**config.mk**
```make
export PLATFORM = sky130hd
export DESIGN_NAME = arbiter_4
export DESIGN_NICKNAME = d
export VERILOG_FILES = /design/src/rtl/arbiter_pkg.sv /design/src/rtl/decoder_2_to_4.sv /design/src/rtl/arbiter_4.sv
export SDC_FILE = /design/constraint.sdc
export NUM_CORES = 1
export LEC_CHECK = 0
export ABC_AREA = 0
export CAP_MARGIN = 30
export CORE_MARGIN = 1.5
export CORE_UTILIZATION = 52
export DETAILED_ROUTE_END_ITERATION = 8
export GPL_TIMING_DRIVEN = 0
export PLACE_DENSITY_LB_ADDON = 0.15
export SLEW_MARGIN = 20
export SYNTH_ARGS = -nofsm -noshare
export SYNTH_HDL_FRONTEND = slang
export SYNTH_SLANG_ARGS = --single-unit
```
**constraint.sdc**
```tcl
create_clock -name clk -period 5.05 [get_ports clk]
set_clock_uncertainty 0.15 [all_clocks]
set_input_delay 0.7575 -clock clk [delete_from_list [all_inputs] [get_ports clk]]
set_output_delay 0.7575 -clock clk [all_outputs]
set_load 0.02 [all_outputs]
```
**src/rtl/arbiter_pkg.sv**
```systemverilog
// Shared types and constants for the four-way round-robin arbiter.
package arbiter_pkg;

  localparam int unsigned N_REQ = 4;

  typedef logic [1:0] idx_t;

  typedef enum logic [0:0] {
    S_IDLE,
    S_BUSY
  } state_e;

endpackage

```
**src/rtl/decoder_2_to_4.sv**
```systemverilog
// 2-to-4 one-hot decoder with enable; output is all-zero while disabled.
module decoder_2_to_4 (
  input  logic       ena,
  input  logic [1:0] in,
  output logic [3:0] out
);

  always_comb begin
    out = '0;
    if (ena) begin
      unique case (in)
        2'd0:    out = 4'b0001;
        2'd1:    out = 4'b0010;
        2'd2:    out = 4'b0100;
        default: out = 4'b1000;
      endcase
    end
  end

endmodule

```
**src/rtl/arbiter_4.sv**
```systemverilog
// Round-robin arbiter for four requesters with owner release and optional hold timeout.
module arbiter_4
  import arbiter_pkg::*;
#(
  parameter int unsigned MAX_HOLD = 16
) (
  input  logic             clk,
  input  logic             rst_n,
  input  logic             ena,
  input  logic [N_REQ-1:0] req,
  input  logic [N_REQ-1:0] done,
  output logic [N_REQ-1:0] grant,
  output idx_t             grant_id,
  output logic             busy,
  output logic             timeout
);

  localparam int unsigned CntRaw = $clog2(MAX_HOLD + 1);
  localparam int unsigned CntW   = (CntRaw > 0) ? CntRaw : 1;
  localparam int unsigned HoldLastInt = (MAX_HOLD == 0) ? 0 : MAX_HOLD - 1;
  localparam logic [CntW-1:0] HoldLast = CntW'(HoldLastInt);
  localparam bit TimeoutEn = (MAX_HOLD != 0);

  state_e          state_q, state_d;
  idx_t            grant_id_q, grant_id_d;
  idx_t            ptr_q, ptr_d;
  logic [CntW-1:0] hold_cnt_q, hold_cnt_d;
  logic            timeout_q, timeout_d;
  logic            release_owner;
  logic            release_timeout;

  // Rotate so ptr lands at bit 0, take the lowest set bit, then add ptr back.
  function automatic idx_t rr_pick(input logic [N_REQ-1:0] r, input idx_t p);
    logic [2*N_REQ-1:0] dbl;
    logic [N_REQ-1:0]   rot;
    idx_t               off;
    dbl = {r, r} >> p;
    rot = dbl[N_REQ-1:0];
    off = '0;
    for (int i = int'(N_REQ) - 1; i >= 0; i--) begin
      if (rot[i]) off = idx_t'(i);
    end
    return p + off;
  endfunction

  always_comb begin
    release_owner   = done[grant_id_q] || !req[grant_id_q];
    release_timeout = TimeoutEn && (hold_cnt_q == HoldLast);
  end

  always_comb begin
    state_d    = state_q;
    grant_id_d = grant_id_q;
    ptr_d      = ptr_q;
    hold_cnt_d = hold_cnt_q;
    timeout_d  = 1'b0;
    unique case (state_q)
      S_IDLE: begin
        if (ena && (req != '0)) begin
          state_d    = S_BUSY;
          grant_id_d = rr_pick(req, ptr_q);
          hold_cnt_d = '0;
        end
      end
      S_BUSY: begin
        if (hold_cnt_q != '1) hold_cnt_d = hold_cnt_q + CntW'(1);
        if (release_owner || release_timeout) begin
          state_d = S_IDLE;
          ptr_d   = grant_id_q + 2'd1;
          // An owner release in the same cycle masks the timeout pulse.
          timeout_d = !release_owner;
        end
      end
      default: state_d = S_IDLE;
    endcase
  end

  always_ff @(posedge clk or negedge rst_n) begin
    if (!rst_n) begin
      state_q    <= S_IDLE;
      grant_id_q <= '0;
      ptr_q      <= '0;
      hold_cnt_q <= '0;
      timeout_q  <= 1'b0;
    end else begin
      state_q    <= state_d;
      grant_id_q <= grant_id_d;
      ptr_q      <= ptr_d;
      hold_cnt_q <= hold_cnt_d;
      timeout_q  <= timeout_d;
    end
  end

  assign busy     = (state_q == S_BUSY);
  assign grant_id = grant_id_q;
  assign timeout  = timeout_q;

  decoder_2_to_4 u_decoder (
    .ena (busy),
    .in  (grant_id_q),
    .out (grant)
  );

endmodule

```
; ---- Word-level counts from Yosys, hierarchy flattened
; Cells that the tools add are included.
[word_totals]
ff_bits = 11
latchBits = 0
ramBits = 0
rom_bits = 0
output_inout_bits = 8
mem_count = 0
[op_classes]
n_addsub = 3
mul = 0
n_div = 0
order_cmp = 1
eq_ne = 6
shifts = 1
n_mux = 20
bitwise_logic = 1
n_reduce_logical = 10
[ops]
columns = op, n
row1 = $mux 2, 6
row2 = $pmux 4 s3, 1
row3 = $mux 5, 2
row4 = $pmux 5 s2, 1
row5 = $shr 8x2->4, 1
row6 = $mux 1, 6
row7 = $reduce_and 2->1, 3
row8 = $add 5x1->5 const B, 1
row9 = $eq 5x4->1 const B, 1
row10 = $ne 5x5->1 const B, 1
row11 = $bmux 1 s2, 2
row12 = $mux 4, 1
row13 = $reduce_bool 4->1, 1
row14 = $lt 2x3->1 const B, 1
row15 = $add 2x1->2 const B, 1
row16 = $add 2x2->2, 1
row17 = $eq 2x1->1 const B, 1
row18 = $eq 2x2->1 const B, 1
row19 = $logic_not 1->1, 2
row20 = $logic_not 2->1, 1
row21 = $logic_or 1x1->1, 2
row22 = $ne 2x1->1 const B, 1
row23 = $ne 2x2->1 const B, 1
row24 = $pmux 1 s2, 1
row25 = 2 further kinds, 2

; ---- Depth between registers and ports, before layout
; Gate-level depths: netlist (run 1).
[logic_depth]
ltp_word = 8
ltp_mapped = 9
ltp_nobuf = 8

; ---- Hierarchy
; A second synthesis (run 1) with hierarchy kept.
[unflattened]
cells_unflattened = 87
area_unflattened_um2 = 805.8
[by_module_without_submodules]
columns = module, instances, cells_per_inst, area_each_um2
row1 = arbiter_4, 1, 83, 768.2
row2 = decoder_2_to_4, 1, 4, 37.5

; ---- Worst setup path before layout (run 1)
; No wires, ideal clock.
[synth_path]
kind = input-to-reg
from = in req[0]
to = reg grant_id_q[1] (netlist: grant_id[1])
setup_ns = 0.082
arrival_ns = 2.277
t_required_ns = 4.818
slack_ns = 2.541
stages = 8
n_path_buf = 0
path_cell_list = inv_1 -> o21ai_0 -> a21oi_1 -> o31a_1 -> ha_1 -> xnor2_1 -> or4_1 -> a31oi_1
[synth_between]
elab_chain_len = 8
[synth_lines]
columns = item, line
row1 = "start, declared", arbiter_4.sv:10  ; input logic [N_REQ-1:0] req,
row2 = $shr 8x2->4, arbiter_4.sv:37  ; dbl = {r, r} >> p;
row3 = $mux 2 (4 in a row), arbiter_4.sv:41  ; if (rot[i]) off = idx_t'(i);
row4 = $mux 2, arbiter_4.sv:59  ; if (ena && (req != '0)) begin
row5 = $mux 2, arbiter_4.sv:57  ; unique case (state_q)
row6 = $add 2x2->2, arbiter_4.sv:43  ; return p + off;
row7 = "end signal, assigned", arbiter_4.sv:87  ; grant_id_q <= grant_id_d;
row8 = "end, declared", arbiter_4.sv:25  ; idx_t grant_id_q, grant_id_d;
; Parallel ways exist; a longest one is shown, timed or not. The select of a mux whose other input is x is not followed.
; A chain may end at the register's enable or synchronous reset.

; ---- Final worst setup path (run 1)
; Ends and elaborated chain as after synthesis.

==> results of run 1 <==
==> routing by layer <==
| layer | vias up | share of wire | global-route usage |
|---|---|---|---|
| li1 | 348 | - | - |
| met1 | 334 | 0.48 | 0.289 |
| met2 | 20 | 0.47 | 0.332 |
| met3 | 2 | 0.051 | 0.0560 |
| met4 | 0 | 0.0037 | 0.0375 |
| met5 | - | 0 | 0 |
==> final timing paths <==
path	end	slack [ps]
setup / recovery	grant_id[1]$_DFFE_PN0P_	2130
hold / removal	hold_cnt_q[0]$_DFFE_PN0P_	380
setup reg to reg	grant_id[1]$_DFFE_PN0P_	2760
hold reg to reg	hold_cnt_q[0]$_DFFE_PN0P_	380
max in group asynchronous	timeout$_DFF_PN0_	3750
min in group asynchronous	grant_id[0]$_DFFE_PN0P_	670
==> layout make-up <==
type	instances	area, sq um
inverters	6	22.5
plain buffers	3	23.8
multi-input cells	66	479
clock inverters	1	5.00
repair buffers	17	170
fillers	106	349
well taps	15	18.8
flip-flops and latches	11	275
clock buffers	3	22.5
==> state kept, by name, indices dropped and copies added, names as in the netlist <==
register / flops
ptr_q: 2
busy: 1
grant_id: 2
hold_cnt_q: 5
timeout: 1
==> Yosys cell counts <==
library cell / count
a211oi_1: 2
a21oi_1: 1
a2bb2oi_1: 1
a31o_2: 1
a31oi_1: 1
and2_1: 4
and3_1: 2
and3b_1: 1
buf_2: 1
buf_4: 1
buf_6: 1
dfrtp_1: 11
ha_1: 8
inv_1: 6
mux2_2: 2
nand2_1: 8
nand2b_1: 2
nand3_1: 1
nand3b_1: 4
nand4_1: 1
nor2_1: 5
nor2b_1: 1
nor3_1: 1
o211a_1: 1
o211ai_1: 1
o21ai_0: 3
o21ai_1: 1
o21bai_1: 1
o221ai_1: 1
o22ai_1: 1
o311ai_0: 1
o31a_1: 1
o31ai_1: 1
or3b_1: 1
or3b_2: 2
or4_1: 2
xnor2_1: 1
xor2_1: 2
==> report_power, final <==
part	internal [W]	total, W	switching, W
logic	0.000140	0.000274	0.000135
registers	0.000121	0.000167	0.0000463
clock network	0.0000293	0.0000585	0.0000292
total	0.000290	0.000500	0.000210
==> logic make-up (layout without fill, tap and decap cells) <==
kind of cell | after synthesis | count (layout) | synth area share
xor+xnor | 3 | 3 | 0.0328
flops | 11 | 11 | 0.344
simple gates | 35 | 35 | 0.252
fa+ha+maj | 8 | 8 | 0.125
buf+inv | 9 | 30 | 0.0578
compound gates | 18 | 18 | 0.161
mux | 2 | 2 | 0.0281
==> metrics by stage <==
stage / std cells / hold slack (ps) / power [W] / cell area [sq um] / util
4_1_cts: 122 / 379 / 0.000502 / 1020 / 0.745
3_3_place_gp: 118 / 348 / 0.000430 / 990 / 0.724
5_1_grt: 122 / 432 / 0.000544 / 1020 / 0.745
3_5_place_dp: 118 / 366 / 0.000441 / 990 / 0.724
2_1_floorplan: 86 / 312 / 0.000344 / 801 / -
6_report: 122 / 385 / 0.000500 / 1020 / 0.745
==> worst reg2reg max path, delay by kind of cell (launching register included) <==
family,cells,cell delay [ps]
xor+xnor,1,140
buf+inv,1,140
fa+ha+maj,1,190
compound gates,4,680
flops,1,400
simple gates,1,510
==> run_results.csv, run 1 <==
group,metric,value,unit
run_status,status,"finished clean",
setup_path,critPathMaxStageDelay,530,ps
timing,slew-limit-headroom,0.668,
hold_path,worstHoldStart,"hold_cnt_q[0]$_DFFE_PN0P_",
floorplanning,ios,19,
floorplanning,start_util,0.586,
power,p_leak,0.461,nW
clock_tree,clock_sinks,11,
synth,yosysUniqueCellTypes,38,
synth,synthesis.nets,105,
grt,grt_pass1_vias,647,
timing,setup_ws,2130,ps
floorplanning,die_w,42.2,um
setup_path,cp_max_fo,6,
clock_tree,clock_path_buffers,2,
setup_path,reg2reg_depth,8,
run,cap_violations,0,
floorplanning,dieArea,1780,sq um
clock_tree,cts_buffers,3,
grt,grt_max_degree,12,
timing,finalHoldViolations,0,
setup_path,critPathLaunch,"req[0]",
detailed_routing,vias_per_cell,5.77,
timing,rsz0062_at_grt,"no",
setup_path,start_kind,"input pin",
timing,setup_viol,0,
synth,yosysTopAreaCell,"dfrtp_1",
synth,syn_area,801,sq um
placed_design,hpwlAfterDp,1.25,mm
grt,track_usage,0.209,
final_layout,layout_common_cells,"17 x clkdlybuf4s50_1, 11 x dfrtp_1, 8 x nand2_1, 8 x ha_1, 6 x inv_1",
placed_design,finalWeightedCongestion,0.802,
floorplanning,rows,13,
setup_path,criticalPathCategory,"in -> reg",
setup_path,crit_chain,"clkdlybuf4s50_1, inv_1, o21ai_0, a21oi_1, o31a_1, ha_1, xnor2_1, or4_1, a31oi_1",
synth,yosysSeqAreaShare,0.344,
power,power.density,492,nW/um^2
grt,grt_overflow,0,
clock_tree,cts_tree,"done",
final_layout,final_common_cell,"clkdlybuf4s50_1",
clock_tree,clk_pin_slew,70,ps
setup_path,cp.required,5090,ps
synth,ys_warn_count,0,
hold_path,hold_class,"reg -> reg",
synth,synth_top_area_share,0.344,
placed_design,pre_cts_ws,1860,ps
timing,final_max_slew_viol_count,0,
floorplanning,die_h,42.2,um
timing,tns,0,ps
detailed_routing,vias,704,
setup_path,timing.rr.start,"ptr_q[1]$_DFFE_PN0P_",
setup_path,crit_cells,9,
grt,antenna_found_initial,0,
grt,grt_pass1_wl,2.88,mm
synth,ys_ff_latch,11,
setup_path,crit_buf_inv,2,
detailed_routing,drtIter0Drc,20,
setup_path,crit_family,"compound AO/OA/AOI/OAI gates",
setup_path,cp_slowest_cell,"clkdlybuf4s50_1",
detailed_routing,wire_per_inst,13.4,um
placed_design,port_buffers,17,
clock_tree,cts_setup_buffers,0,
setup_path,cp.arrival,2960,ps
final_layout,nets,127,
final_layout,area_delta_synth_final,27.0,%
clock_tree,hold_buffers,0,
floorplanning,core,1370,sq um
hold_path,min_path_cells,1,
final_layout,drive_gt1_frac,0.112,
detailed_routing,dr.pass1.iters,4,
detailed_routing,wirelength,1.63,mm
detailed_routing,drc,0,
clock_tree,htree_levels,1,
timing,min_period,2920,ps
synth,synth.area.top_cells,"dfrtp_1 34%, ha_1 13%, nand2_1 3.8%",
final_layout,antennaDiodeCount,0,
power,vdd_ir_drop_max,299,uV
synth,netlist_instances,86,
timing,fmax,0.342,GHz
clock_tree,ctsResizeCount,0,
detailed_routing,ant_nets,0,
clock_tree,insertion_delay,270,ps
synth,syn_avg_cell_area,9.31,sq um
timing,worst_pin_slew,492,ps
setup_path,worstSetupEndpointType,"flip-flop",
clock_tree,cts-root-buf,"clkbuf_4",
timing,finalCritPeriodShare,0.579,
(Power assumes the default switching activity.)
==> run 2, diff against run 1 <==
--- a/config.mk
+++ b/config.mk
@@ -8,7 +8,7 @@
 export ABC_AREA = 0
 export CAP_MARGIN = 30
 export CORE_MARGIN = 1.5
-export CORE_UTILIZATION = 52
+export CORE_UTILIZATION = 48
 export DETAILED_ROUTE_END_ITERATION = 8
 export GPL_TIMING_DRIVEN = 0
 export PLACE_DENSITY_LB_ADDON = 0.15
==> constraint.sdc (replaced) <==
create_clock -name clk -period 2.91 [get_ports clk]
set_clock_uncertainty 0.15 [all_clocks]
set_input_delay 0.4365 -clock clk [delete_from_list [all_inputs] [get_ports clk]]
set_output_delay 0.4365 -clock clk [all_outputs]
set_load 0.02 [all_outputs]
==> run 2 against run 1 <==
  * Worst setup slack worse by 1800 ps
  * Largest power group unchanged
  * First-iteration DRC count down 70%
  * Non-clock buffer count is the same
  * Power increased by 75%
  * Combinational power rose by 72%
  * Via count is 0.43% higher
  * Utilization decreased by 8.4 points
  * Critical path type unchanged
  * Final cell count rose by 0.82%
  * Largest cell class unchanged
  * Sequential cell count unchanged
  * Routed wire length grew 5.3%
  * Critical path depth did not move
  * Clock power is 88% higher
==> run_results.csv, run 2 (synthesized netlist as in run 1, its figures left out) <==
group,metric,value,unit
run_status,status,"finished clean",
final_layout,largest_register_ffs,5,
clock_tree,htree_levels,1,
setup_path,crit_chain,"clkdlybuf4s50_1, inv_1, o21ai_0, a21oi_1, o31a_1, ha_1, xnor2_1, or4_1, a31oi_1",
final_layout,largest-register,"hold_cnt_q",
timing,slew-limit-headroom,0.663,
clock_tree,insertion_delay,280,ps
timing,final_max_slew_viol_count,0,
final_layout,drive_gt1_frac,0.112,
setup_path,critPathMaxStageDelay,520,ps
setup_path,crit_buf_inv,2,
hold_path,hold_class,"in -> async",
final_layout,layoutNonFillerInstCount,123,
placed_design,finalWeightedCongestion,0.788,
detailed_routing,drc,0,
clock_tree,hold_buffers,0,
clock_tree,cts_tree,"done",
clock_tree,ctsResizeCount,0,
detailed_routing,dr.pass1.iters,4,
setup_path,criticalPathCategory,"in -> reg",
floorplanning,dieArea,1920,sq um
clock_tree,clock_path_buffers,2,
final_layout,nets,127,
clock_tree,cts_setup_buffers,0,
timing,min_period,2580,ps
timing,rsz0062_at_grt,"no",
timing,hold_ws,322,ps
final_layout,final_common_cell,"clkdlybuf4s50_1",
clock_tree,cts-root-buf,"clkbuf_4",
detailed_routing,vias,707,
detailed_routing,wire_per_inst,14.0,um
final_layout,antennaDiodeCount,0,
detailed_routing,wirelength,1.72,mm
clock_tree,clock_sinks,11,
run,cap_violations,0,
grt,grt_pass1_wl,2.89,mm
setup_path,cp_slowest_cell,"clkdlybuf4s50_1",
power,vdd_ir_drop_max,503,uV
placed_design,dp.cells,119,
grt,grt_max_degree,12,
power,p_leak,0.461,nW
clock_tree,cts_buffers,3,
detailed_routing,vias_per_cell,5.75,
floorplanning,ios,19,
setup_path,start_kind,"input pin",
floorplanning,core,1540,sq um
timing,finalCritPeriodShare,0.887,
timing,finalHoldViolations,0,
floorplanning,die_h,43.8,um
timing,worst_pin_slew,499,ps
floorplanning,die_w,43.8,um
timing,fmax,0.388,GHz
grt,antenna_found_initial,0,
grt,track_usage,0.207,
placed_design,port_buffers,17,
grt,grt_overflow,0,
power,power.total,0.000876,W
final_layout,layout_common_cells,"17 x clkdlybuf4s50_1, 11 x dfrtp_1, 8 x nand2_1, 8 x ha_1, 6 x inv_1",
detailed_routing,ant_nets,0,
setup_path,worstSetupEndpointType,"flip-flop",
setup_path,cp.required,2960,ps
clock_tree,clk_pin_slew,70,ps
timing,tns,0,ps
power,power.density,860,nW/um^2
final_layout,fin_util,0.661,
placed_design,hpwlAfterDp,1.29,mm
floorplanning,start_util,0.519,
detailed_routing,drtIter0Drc,6,
setup_path,cp_max_fo,6,
timing,setup_viol,0,
floorplanning,rows,14,
final_layout,fillers,136,
setup_path,crit_family,"compound AO/OA/AOI/OAI gates",
final_layout,area_delta_synth_final,27.2,%
grt,grt_pass1_vias,687,
setup_path,cp.arrival,2630,ps
[run 2: cell counts in the layout (fill, tap and decap cells not counted)]
No cell type changed its count.
[run 2: worst paths after layout]
path / cells after the start / slack, ps / to / startpoint
min reg2reg: 2 / 400 / hold_cnt_q[3]$_DFFE_PN0P_ / hold_cnt_q[3]$_DFFE_PN0P_
min in group clk: 2 / 400 / hold_cnt_q[3]$_DFFE_PN0P_ / hold_cnt_q[3]$_DFFE_PN0P_
min: 1 / 320 / hold_cnt_q[0]$_DFFE_PN0P_ / rst_n
max: 9 / 330 / grant_id[1]$_DFFE_PN0P_ / req[0]
max reg2reg: 8 / 610 / grant_id[1]$_DFFE_PN0P_ / ptr_q[1]$_DFFE_PN0P_
max in group asynchronous: 1 / 1960 / hold_cnt_q[3]$_DFFE_PN0P_ / rst_n
[run 2: worst register-to-register path, stage by stage, from the launching register on]
cell	delay [ps]
dfrtp_1	400
buf_6	150
o21ai_0	140
a21oi_1	80
o31a_1	280
ha_1	190
xnor2_1	130
or4_1	520
a31oi_1	180
[run 2: power by group]
| part | switching, W | total (W) | internal (W) |
|---|---|---|---|
| Clock | 0.0000584 | 0.000110 | 0.0000512 |
| Sequential | 0.0000838 | 0.000294 | 0.000210 |
| Combinational | 0.000232 | 0.000472 | 0.000240 |
[run 2: cell type report]
| class | count | area, sq um | area share |
|---|---|---|---|
| Buffer | 3 | 23.8 | 0.0233 |
| Clock inverter | 1 | 5.00 | 0.00491 |
| Sequential cell | 11 | 275 | 0.270 |
| Clock buffer | 3 | 22.5 | 0.0221 |
| Inverter | 6 | 22.5 | 0.0221 |
| Timing Repair Buffer | 17 | 170 | 0.167 |
| Tap cell | 16 | 20.0 | 0.0197 |
| Multi-Input combinational cell | 66 | 479 | 0.471 |
[run 2: metal layers]
layer  up-vias  wire length, um  global-route usage
li1        350                -                   -
met1       338              813               0.249
met2        15              805               0.335
met3         4               74              0.0625
met4         0               26              0.0970
met5         -                0                   0
[run 2: metrics by stage]
step | area (sq um) | setup slack [ps]
finish | 1020 | 330
floorplan | 801 | 722
detailed placement | 991 | 42.6
global route | 1020 | 203
CTS | 1020 | 333
global placement | 991 | 55.5
==> run 3, diff against run 2 <==
--- a/config.mk
+++ b/config.mk
@@ -6,13 +6,12 @@
 export NUM_CORES = 1
 export LEC_CHECK = 0
 export ABC_AREA = 0
-export CAP_MARGIN = 30
+export CAP_MARGIN = 25
 export CORE_MARGIN = 1.5
 export CORE_UTILIZATION = 48
 export DETAILED_ROUTE_END_ITERATION = 8
 export GPL_TIMING_DRIVEN = 0
 export PLACE_DENSITY_LB_ADDON = 0.15
-export SLEW_MARGIN = 20
 export SYNTH_ARGS = -nofsm -noshare
 export SYNTH_HDL_FRONTEND = slang
 export SYNTH_SLANG_ARGS = --single-unit
==> results of run 3 <==
No change in the layout: final DEF, timing and power equal those of run 2.
